`config.mk`:
```
export PLATFORM = sky130hd
export DESIGN_NAME = lcd_hd44780_responder
export DESIGN_NICKNAME = d
export VERILOG_FILES = /design/src/rtl/lcd_hd44780_responder_pkg.sv /design/src/rtl/lcd_hd44780_responder_e_sampler.sv /design/src/rtl/lcd_hd44780_responder.sv
export SDC_FILE = /design/constraint.sdc
export NUM_CORES = 1
export LEC_CHECK = 0
export CAP_MARGIN = 0
export CORE_AREA = 2 2 110 112
export CTS_BUF_LIST = sky130_fd_sc_hd__clkbuf_8
export CTS_CLUSTER_DIAMETER = 200
export CTS_CLUSTER_SIZE = 24
export DETAILED_ROUTE_END_ITERATION = 6
export DIE_AREA = 0 0 112 114
export HOLD_SLACK_MARGIN = 0.12
export PLACE_DENSITY = 0.6
export SLEW_MARGIN = 25
export SYNTH_ARGS = -nofsm -noshare
export SYNTH_HDL_FRONTEND = slang
export SYNTH_SLANG_ARGS = --single-unit
```
`constraint.sdc`:
```
create_clock -name clk -period 2.4 [get_ports clk]
set_input_delay 0.36 -clock clk [delete_from_list [all_inputs] [get_ports clk]]
set_output_delay 0.36 -clock clk [all_outputs]
set_load 0.005 [all_outputs]
```
`src/rtl/lcd_hd44780_responder_pkg.sv`:
```
// Shared definitions for the HD44780 panel-side responder.
// Holds the FSM state encoding, init nibble constants and timing defaults.
package lcd_hd44780_responder_pkg;

    typedef enum logic [2:0] {
        ST_POWERUP  = 3'd0,
        ST_INIT2    = 3'd1,
        ST_INIT3    = 3'd2,
        ST_INIT4    = 3'd3,
        ST_READY_HI = 3'd4,
        ST_READY_LO = 3'd5
    } state_t;

    localparam logic [3:0] INIT_NIB_A    = 4'h3;
    localparam logic [3:0] INIT_NIB_LAST = 4'h2;
    localparam logic [7:0] CLEAR_CMD     = 8'h01;

    localparam int DEF_CNT_W       = 20;
    localparam int DEF_T_POWERUP   = 750000;
    localparam int DEF_T_GAP1      = 205000;
    localparam int DEF_T_GAP2      = 5000;
    localparam int DEF_T_GAP3      = 2000;
    localparam int DEF_T_EHIGH_MIN = 12;
    localparam int DEF_T_NIB       = 50;
    localparam int DEF_T_CMD       = 2000;
    localparam int DEF_T_CLEAR     = 82000;

    // Wake-up sequence is 3,3,3 then 2 to switch the panel into 4-bit mode.
    function automatic logic [3:0] init_nibble(input state_t s);
        return (s == ST_INIT4) ? INIT_NIB_LAST : INIT_NIB_A;
    endfunction

endpackage

```
`src/rtl/lcd_hd44780_responder_e_sampler.sv`:
```
// LCD_E edge detector with E-low gap and E-high width counters.
// Captures rs/rw on the rising edge so they stay valid through the fall.
module lcd_hd44780_responder_e_sampler #(
    parameter int CNT_W       = 20,
    parameter int T_EHIGH_MIN = 12
) (
    input  logic             clk,
    input  logic             reset,
    input  logic             lcd_e,
    input  logic             lcd_rs,
    input  logic             lcd_rw,
    output logic             rise,
    output logic             fall,
    output logic [CNT_W-1:0] gap,
    output logic             short_pulse,
    output logic             rs,
    output logic             rw
);

    localparam logic [CNT_W-1:0] CNT_MAX   = '1;
    localparam logic [CNT_W-1:0] EHIGH_MIN = CNT_W'(T_EHIGH_MIN);

    logic             e_q;
    logic [CNT_W-1:0] hi_cnt;

    assign rise        = lcd_e & ~e_q;
    assign fall        = ~lcd_e & e_q;
    assign short_pulse = fall && (hi_cnt < EHIGH_MIN);

    // hi_cnt ends up equal to the number of cycles lcd_e was sampled high.
    always_ff @(posedge clk) begin
        if (reset) begin
            e_q    <= 1'b0;
            gap    <= '0;
            hi_cnt <= '0;
            rs     <= 1'b0;
            rw     <= 1'b0;
        end else begin
            e_q <= lcd_e;
            if (fall)
                gap <= '0;
            else if (gap != CNT_MAX)
                gap <= gap + CNT_W'(1);
            if (rise) begin
                hi_cnt <= CNT_W'(1);
                rs     <= lcd_rs;
                rw     <= lcd_rw;
            end else if (e_q && lcd_e && hi_cnt != CNT_MAX) begin
                hi_cnt <= hi_cnt + CNT_W'(1);
            end
        end
    end

endmodule

```
`src/rtl/lcd_hd44780_responder.sv`:
```
// Panel-side HD44780 model: checks init sequence and bus timing on the 4-bit bus,
// then reassembles nibble pairs into bytes and models the controller busy window.
module lcd_hd44780_responder
    import lcd_hd44780_responder_pkg::*;
#(
    parameter int CNT_W       = DEF_CNT_W,
    parameter int T_POWERUP   = DEF_T_POWERUP,
    parameter int T_GAP1      = DEF_T_GAP1,
    parameter int T_GAP2      = DEF_T_GAP2,
    parameter int T_GAP3      = DEF_T_GAP3,
    parameter int T_EHIGH_MIN = DEF_T_EHIGH_MIN,
    parameter int T_NIB       = DEF_T_NIB,
    parameter int T_CMD       = DEF_T_CMD,
    parameter int T_CLEAR     = DEF_T_CLEAR
) (
    input  logic       clk,
    input  logic       reset,
    input  logic       lcd_e,
    input  logic       lcd_rs,
    input  logic       lcd_rw,
    input  logic [3:0] sf_d,
    output logic       init_done,
    output logic       byte_valid,
    output logic [7:0] byte_data,
    output logic       byte_rs,
    output logic       busy,
    output logic       err_timing,
    output logic       err_seq,
    output logic [2:0] fsm_state
);

    localparam logic [CNT_W-1:0] LEN_CMD   = CNT_W'(T_CMD);
    localparam logic [CNT_W-1:0] LEN_CLEAR = CNT_W'(T_CLEAR);

    logic             rise, fall, short_pulse, rs_cap, rw_cap;
    logic [CNT_W-1:0] gap, min_gap, busy_cnt;
    state_t           state_q, state_d;
    logic             timing_hit, seq_hit, latch_hi, emit_byte, init_accept;
    logic [3:0]       hi_q;
    logic             rs_hi_q;

    lcd_hd44780_responder_e_sampler #(
        .CNT_W      (CNT_W),
        .T_EHIGH_MIN(T_EHIGH_MIN)
    ) u_sampler (
        .clk        (clk),
        .reset      (reset),
        .lcd_e      (lcd_e),
        .lcd_rs     (lcd_rs),
        .lcd_rw     (lcd_rw),
        .rise       (rise),
        .fall       (fall),
        .gap        (gap),
        .short_pulse(short_pulse),
        .rs         (rs_cap),
        .rw         (rw_cap)
    );

    assign busy      = (busy_cnt != '0);
    assign fsm_state = state_q;

    always_comb begin
        min_gap = '0;
        case (state_q)
            ST_POWERUP:  min_gap = CNT_W'(T_POWERUP);
            ST_INIT2:    min_gap = CNT_W'(T_GAP1);
            ST_INIT3:    min_gap = CNT_W'(T_GAP2);
            ST_INIT4:    min_gap = CNT_W'(T_GAP3);
            ST_READY_LO: min_gap = CNT_W'(T_NIB);
            default:     min_gap = '0;
        endcase
    end

    always_ff @(posedge clk) begin
        if (reset) state_q <= ST_POWERUP;
        else       state_q <= state_d;
    end

    // A read pulse is flagged at its rise and then ignored, including its fall.
    always_comb begin
        state_d     = state_q;
        timing_hit  = 1'b0;
        seq_hit     = 1'b0;
        latch_hi    = 1'b0;
        emit_byte   = 1'b0;
        init_accept = 1'b0;
        if (rise) begin
            if (lcd_rw) begin
                seq_hit = 1'b1;
            end else begin
                if (gap < min_gap) timing_hit = 1'b1;
                if (state_q == ST_READY_HI && busy) timing_hit = 1'b1;
            end
        end
        if (fall && !rw_cap) begin
            if (short_pulse) timing_hit = 1'b1;
            case (state_q)
                ST_POWERUP, ST_INIT2, ST_INIT3, ST_INIT4: begin
                    if (sf_d == init_nibble(state_q)) begin
                        case (state_q)
                            ST_POWERUP: state_d = ST_INIT2;
                            ST_INIT2:   state_d = ST_INIT3;
                            ST_INIT3:   state_d = ST_INIT4;
                            default: begin
                                state_d     = ST_READY_HI;
                                init_accept = 1'b1;
                            end
                        endcase
                    end else begin
                        seq_hit = 1'b1;
                    end
                end
                ST_READY_HI: begin
                    latch_hi = 1'b1;
                    state_d  = ST_READY_LO;
                end
                ST_READY_LO: begin
                    emit_byte = 1'b1;
                    if (busy) timing_hit = 1'b1;
                    state_d = ST_READY_HI;
                end
                default: state_d = ST_POWERUP;
            endcase
        end
    end

    // byte_valid is a one-cycle pulse; byte_data/byte_rs hold until the next one.
    always_ff @(posedge clk) begin
        if (reset) begin
            init_done  <= 1'b0;
            byte_valid <= 1'b0;
            byte_data  <= 8'h00;
            byte_rs    <= 1'b0;
            hi_q       <= 4'h0;
            rs_hi_q    <= 1'b0;
            busy_cnt   <= '0;
            err_timing <= 1'b0;
            err_seq    <= 1'b0;
        end else begin
            byte_valid <= emit_byte;
            if (init_accept) init_done  <= 1'b1;
            if (timing_hit)  err_timing <= 1'b1;
            if (seq_hit)     err_seq    <= 1'b1;
            if (latch_hi) begin
                hi_q    <= sf_d;
                rs_hi_q <= rs_cap;
            end
            if (emit_byte) begin
                byte_data <= {hi_q, sf_d};
                byte_rs   <= rs_hi_q;
                busy_cnt  <= ({rs_hi_q, hi_q, sf_d} == {1'b0, CLEAR_CMD}) ? LEN_CLEAR : LEN_CMD;
            end else if (busy_cnt != '0) begin
                busy_cnt <= busy_cnt - CNT_W'(1);
            end
        end
    end

endmodule
```
# == Word level (Yosys, flattened, before mapping) ==
# Index checks and enable logic that the tools add are counted.
# op_classes
addsub,3
n_lt_le_gt_ge,2
n_eq_ne,10
mux,31
bitwise_logic,4
n_reduce_logical,15
# ops
cell,n
20-bit one-hot mux with 5 select lines,1
"20-bit by 1-bit adder with 20-bit output, second input constant",2
20-bit 2-to-1 mux,2
"20-bit != test, second input constant",2
1-bit 2-to-1 mux,24
20-bit < comparator,1
"20-bit by 4-bit < comparator with 1-bit output, second input constant",1
20-bit nonzero test,1
"20-bit by 1-bit subtractor with 20-bit output, second input constant",1
3-bit one-hot mux with 3 select lines,2
17-bit 2-to-1 mux,1
"9-bit by 1-bit == test with 1-bit output, second input constant",1
"3-bit by 2-bit == test with 1-bit output, second input constant",2
"3-bit == test, second input constant",2
1-bit logical AND,5
4-bit by 2-bit == test with 1-bit output,1
2-bit nonzero test,2
2-bit OR reduction,2
4-bit OR reduction,1
"3-bit by 1-bit == test with 1-bit output, second input constant",1
3-bit logical NOT,1
3-bit 2-to-1 mux,1
3-bit OR reduction,1
1-bit AND,2
other kinds (4),5
# word_totals
regBits,84
input_bits,9
output_inout_bits,17
wordCells,81

# == Depth between registers and ports, before layout ==
# logic_depth
ltp_word,11
depth_mapped,10

# == By module ==
# Synthesis repeated with hierarchy kept, for this count alone.
# hier_totals
hier_cells,548
hier_area_um2,4636.9
# by_module_without_submodules
module,n_inst,cells_per_inst,area_per_inst_um2,seq_area_each_um2
lcd_hd44780_responder_e_sampler,1,275,2341.0,860.8
lcd_hd44780_responder,1,273,2296.0,820.8

# == Least setup slack after synthesis ==
# Ideal clock, no wire load.
# synth_timing
path_kind,flip-flop to flip-flop
startpoint,register state_q[2] (netlist: fsm_state[2])
endpoint,register err_timing
t_arrival_ns,2.050
required_ns,2.325
slack_ns,0.275
stages_incl_launch_ff,8
n_path_buf,1
synth_period_minus_slack_ns,2.125
cell_sequence,dfxtp_1 > clkbuf_1 > or2_2 > ha_1 > a211o_1 > a2111oi_0 > o2111ai_1 > a31oi_1
# synth_via
elab_chain_len,11
word_cells_on_any_way,17
classes_between,order compare (1); eq/ne (5); mux (9); reduce/logical (2)
# synth_rtl
element,line,text
"start, declared",lcd_hd44780_responder.sv:37,"state_t state_q, state_d;"
"start signal, assigned",lcd_hd44780_responder.sv:76,else state_q <= state_d;
"3-bit == test, or another cell as far along","lcd_hd44780_responder.sv:64, lcd_hd44780_responder.sv:97",
20-bit one-hot mux with 5 select lines,lcd_hd44780_responder.sv:64,case (state_q)
20-bit < comparator,lcd_hd44780_responder.sv:91,if (gap < min_gap) timing_hit = 1'b1;
1-bit 2-to-1 mux,lcd_hd44780_responder.sv:91,
1-bit 2-to-1 mux,lcd_hd44780_responder.sv:92,if (state_q == ST_READY_HI && busy) timing_hit = 1'b1;
1-bit 2-to-1 mux,lcd_hd44780_responder.sv:88,if (lcd_rw) begin
1-bit 2-to-1 mux,lcd_hd44780_responder.sv:87,if (rise) begin
1-bit 2-to-1 mux,lcd_hd44780_responder.sv:96,if (short_pulse) timing_hit = 1'b1;
1-bit 2-to-1 mux,lcd_hd44780_responder.sv:119,if (busy) timing_hit = 1'b1;
1-bit 2-to-1 mux,lcd_hd44780_responder.sv:97,case (state_q)
1-bit 2-to-1 mux (*),lcd_hd44780_responder.sv:95,if (fall && !rw_cap) begin
"end signal, assigned",lcd_hd44780_responder.sv:137,err_timing <= 1'b0;
"end signal, assigned",lcd_hd44780_responder.sv:142,if (timing_hit) err_timing <= 1'b1;
"end, declared",lcd_hd44780_responder.sv:27,"output logic err_timing,"
# Every way passes the cells marked *; elsewhere a longest branch is shown, timed or not.
# A chain may end at the register's enable or synchronous reset.

# == Worst setup path in the final report ==
# layout_timing
startpoint,register busy_cnt[15]
endpoint,output busy
# layout_via
elab_chain_len,1
# layout_rtl
element,line,text
"start, declared",lcd_hd44780_responder.sv:36,"logic [CNT_W-1:0] gap, min_gap, busy_cnt;"
"start signal, assigned",lcd_hd44780_responder.sv:151,"busy_cnt <= ({rs_hi_q, hi_q, sf_d} == {1'b0, CLEAR_CMD}) ? LEN_CLEAR : LEN_CMD;"
"start signal, assigned",lcd_hd44780_responder.sv:153,busy_cnt <= busy_cnt - CNT_W'(1);
20-bit nonzero test,lcd_hd44780_responder.sv:59,assign busy = (busy_cnt != '0);
"end, declared",lcd_hd44780_responder.sv:26,"output logic busy,"
# No other way between the ends.

==> impl_metrics.tcl <==
set metrics [dict create \
    fp.dieH_microns 114 \
    synth_ff_type "dfxtp_1" \
    avgViaCountPerCell 5.33 \
    holdBufCountCts 0 \
    ctsHtreeMaxLevel 3 \
    synth_cell_types 58 \
    dp_hpwl_microns 7480 \
    r2r_slack_ps 200 \
    synthSimpleGateAreaFrac_pct 27.2 \
    synth_compound_area_share_pct 17.7 \
    syn_avg_cell_area_sq_um 8.53 \
    wire_per_inst_microns 14.1 \
    cpPeakStageDelay_ps 550 \
    initial_core_util_pct 38.4 \
    grt_setup_unrepaired "no" \
    cts_tree "yes" \
    yosys-top-cells-area "dfxtp_1 37%, nor2_1 5.8%, xnor2_1 5.3%" \
    fin_cells 716 \
    p_per_area_mw_per_mm2 802 \
    grt_max_degree 30 \
    drc_errors 0 \
    placementRows 40 \
    area_growth_pct 15.8 \
    cp_slowest_cell "or4_4" \
    dp_slack_ps 92.8 \
    hold_path_class "reg2reg" \
    track_usage_pct 16.5 \
    setup_viol 0 \
    synth_nets 553 \
    yosys-mux-area-fraction_pct 2.06 \
    crit_path_end_kind "output pin" \
    die_w_microns 112 \
    layout_common_cells "83 x dfxtp_1, 69 x nor2_1, 56 x nand2_1, 38 x a21oi_1, 27 x xnor2_1" \
    yosysTopAreaCell "dfxtp_1" \
    fin_crit_ps 2290 \
    drt_iter0_drc 285 \
    finalHoldViolations 0 \
    synth_top_area_share_pct 37.4 \
    yosysWarnings 0 \
    seq_area_frac_synth_pct 37.4 \
    fillers 1153 \
    final_nets 590 \
    max_clock_freq_ghz 0.436 \
    core_sq_mm 0.0117 \
    synthAdderAreaFrac_pct 4.73 \
    cts.path.max_buffers 2 \
    clk_pin_slew_ps 80 \
    num_vias 3813 \
    path_cells "or4_4 > nand2b_4 > or2_1 > dlygate4sd2_1" \
    dp.cells 699 \
    synthArstFlopShare_pct 0 \
    worst_slack_ps 107 \
    grt_pass1_vias 3637 \
    cts_root_buffer "clkbuf_8" \
    slew_headroom_pct 55.1 \
    drive_above_1_share_pct 10.9 \
    p_total_w 0.00418 \
    clkSinkCount 84 \
    dieArea_sq_mm 0.0128 \
    cap_viol_max_count 0 \
    timing.setup.tns_ps 0 \
    synth_top_family_by_area "simple AND/OR/NAND/NOR gates" \
    tightest_slew_ps 671 \
    gp_congestion 0.784 \
    slew_viol_final 0 \
    crit_required_ps 2040 \
    synth_edf_count 0 \
    antenna_found_initial 0 \
    cts_made_buffers 9 \
    cp_data_arrival_time_ps 1930 \
    final_common_cell "dfxtp_1" \
    ant_nets 0 \
    drt-pass1-iter-count 4 \
    syn-cell-area_sq_mm 0.00450 \
    wirelength_microns 10100 \
    ios 26 \
    num_antenna_cells 0 \
    irDropWorstVdd_v 0.000831 \
    crit_fanout 5 \
    start_kind "register" \
    synth_xor_area_share_pct 7.40 \
    p_leak_nw 2.00 \
    fin_skew_ps 5.48 \
    grt_pass1_wl_microns 17300 \
    syn_inst 527 \
    status "finished clean" \
    synth_seq_cells 84 \
    fin_crit_sh_pct 95.5 \
    path_class "reg2out" \
    fin_util_pct 44.5 \
    insertion_delay_ps 360 \
    numPortBuffers 25 \
    grt_overflow 0 \
]
==> where the power goes <==
| group | switching [W] | internal (W) |
|---|---|---|
| Combinational | 0.000749 | 0.000671 |
| Clock | 0.000518 | 0.000531 |
| Sequential | 0.000156 | 0.00155 |
==> flip-flops by register name, indices dropped and copies added (netlist names) <==
name              flops
err_timing            1
hi_q                  4
u_sampler.e_q         1
err_seq               1
u_sampler.rw          1
u_sampler.hi_cnt     20
rs_hi_q               1
fsm_state             3
byte_rs               1
byte_valid            1
u_sampler.gap        20
byte_data             8
init_done             1
busy_cnt             20
u_sampler.rs          1
==> final cells by class <==
type	instances	area (sq um)	area share, %
clock buffers	11	151	2.91
clock inverters	5	51.3	0.985
inverters	13	48.8	0.937
multi-input cells	407	2660	51.0
flip-flops and latches	84	1690	32.4
well taps	147	184	3.53
repair buffers	49	429	8.24
==> metrics by stage <==
step                      hold slack [ps]  cell area [sq um]
after global placement                435               4990
after detailed placement              446               4990
final                                 457               5210
after CTS                             458               5200
after floorplan                       436               4500
after global routing                  479               5210
==> what timing repair did <==
item	CTS	global route
pin swaps	0	1
gates resized for setup	2	2
endpoints found under the setup margin	1	2
endpoints found under the hold margin	0	0
buffers inserted	1	0
gates cloned	0	0
==> worst max-delay path, delay by kind of cell, from the launching register on <==
kind	cells	cell delay [ps]
flops	1	350
simple gates	3	960
buf+inv	1	270
==> cells by family after synthesis <==
| kind of cell | count (synthesis) |
|---|---|
| and+or+nand+nor | 236 |
| AOI/OAI and AO/OA | 107 |
| xor gates and xnor gates | 38 |
| muxes | 9 |
| adders and majority gates | 17 |
| DFF | 84 |
| buffers and inverters | 36 |
==> metal layers <==
metal	global-route usage, %	routed length [microns]
met3	3.83	322
met4	4.15	102
met1	20.9	4840
met2	28.4	4860
met5	0	0
==> path summary, 6_finish.rpt <==
| kind | startpoint | endpoint | cells after the start |
|---|---|---|---|
| hold / removal | byte_data[2]$_SDFFE_PP0P_ | byte_data[2]$_SDFFE_PP0P_ | 2 |
| hold reg to reg | byte_data[2]$_SDFFE_PP0P_ | byte_data[2]$_SDFFE_PP0P_ | 2 |
| setup / recovery | busy_cnt[15]$_SDFFE_PP0P_ | busy | 4 |
| setup reg to reg | fsm_state[2]$_SDFFE_PP0P_ | err_timing$_SDFFE_PP0P_ | 6 |
==> cell usage after synthesis (8+ instances only) <==
cell type	count
nand3_1	22
nor2_1	69
nor3_1	11
a211oi_1	15
xor2_1	11
nand4_1	8
inv_1	13
a21oi_1	38
nand2b_1	8
and3_1	12
clkbuf_1	15
dfxtp_1	84
ha_1	17
xnor2_1	27
nand2_1	56
o21ai_0	10
(Power assumes the default switching activity.)
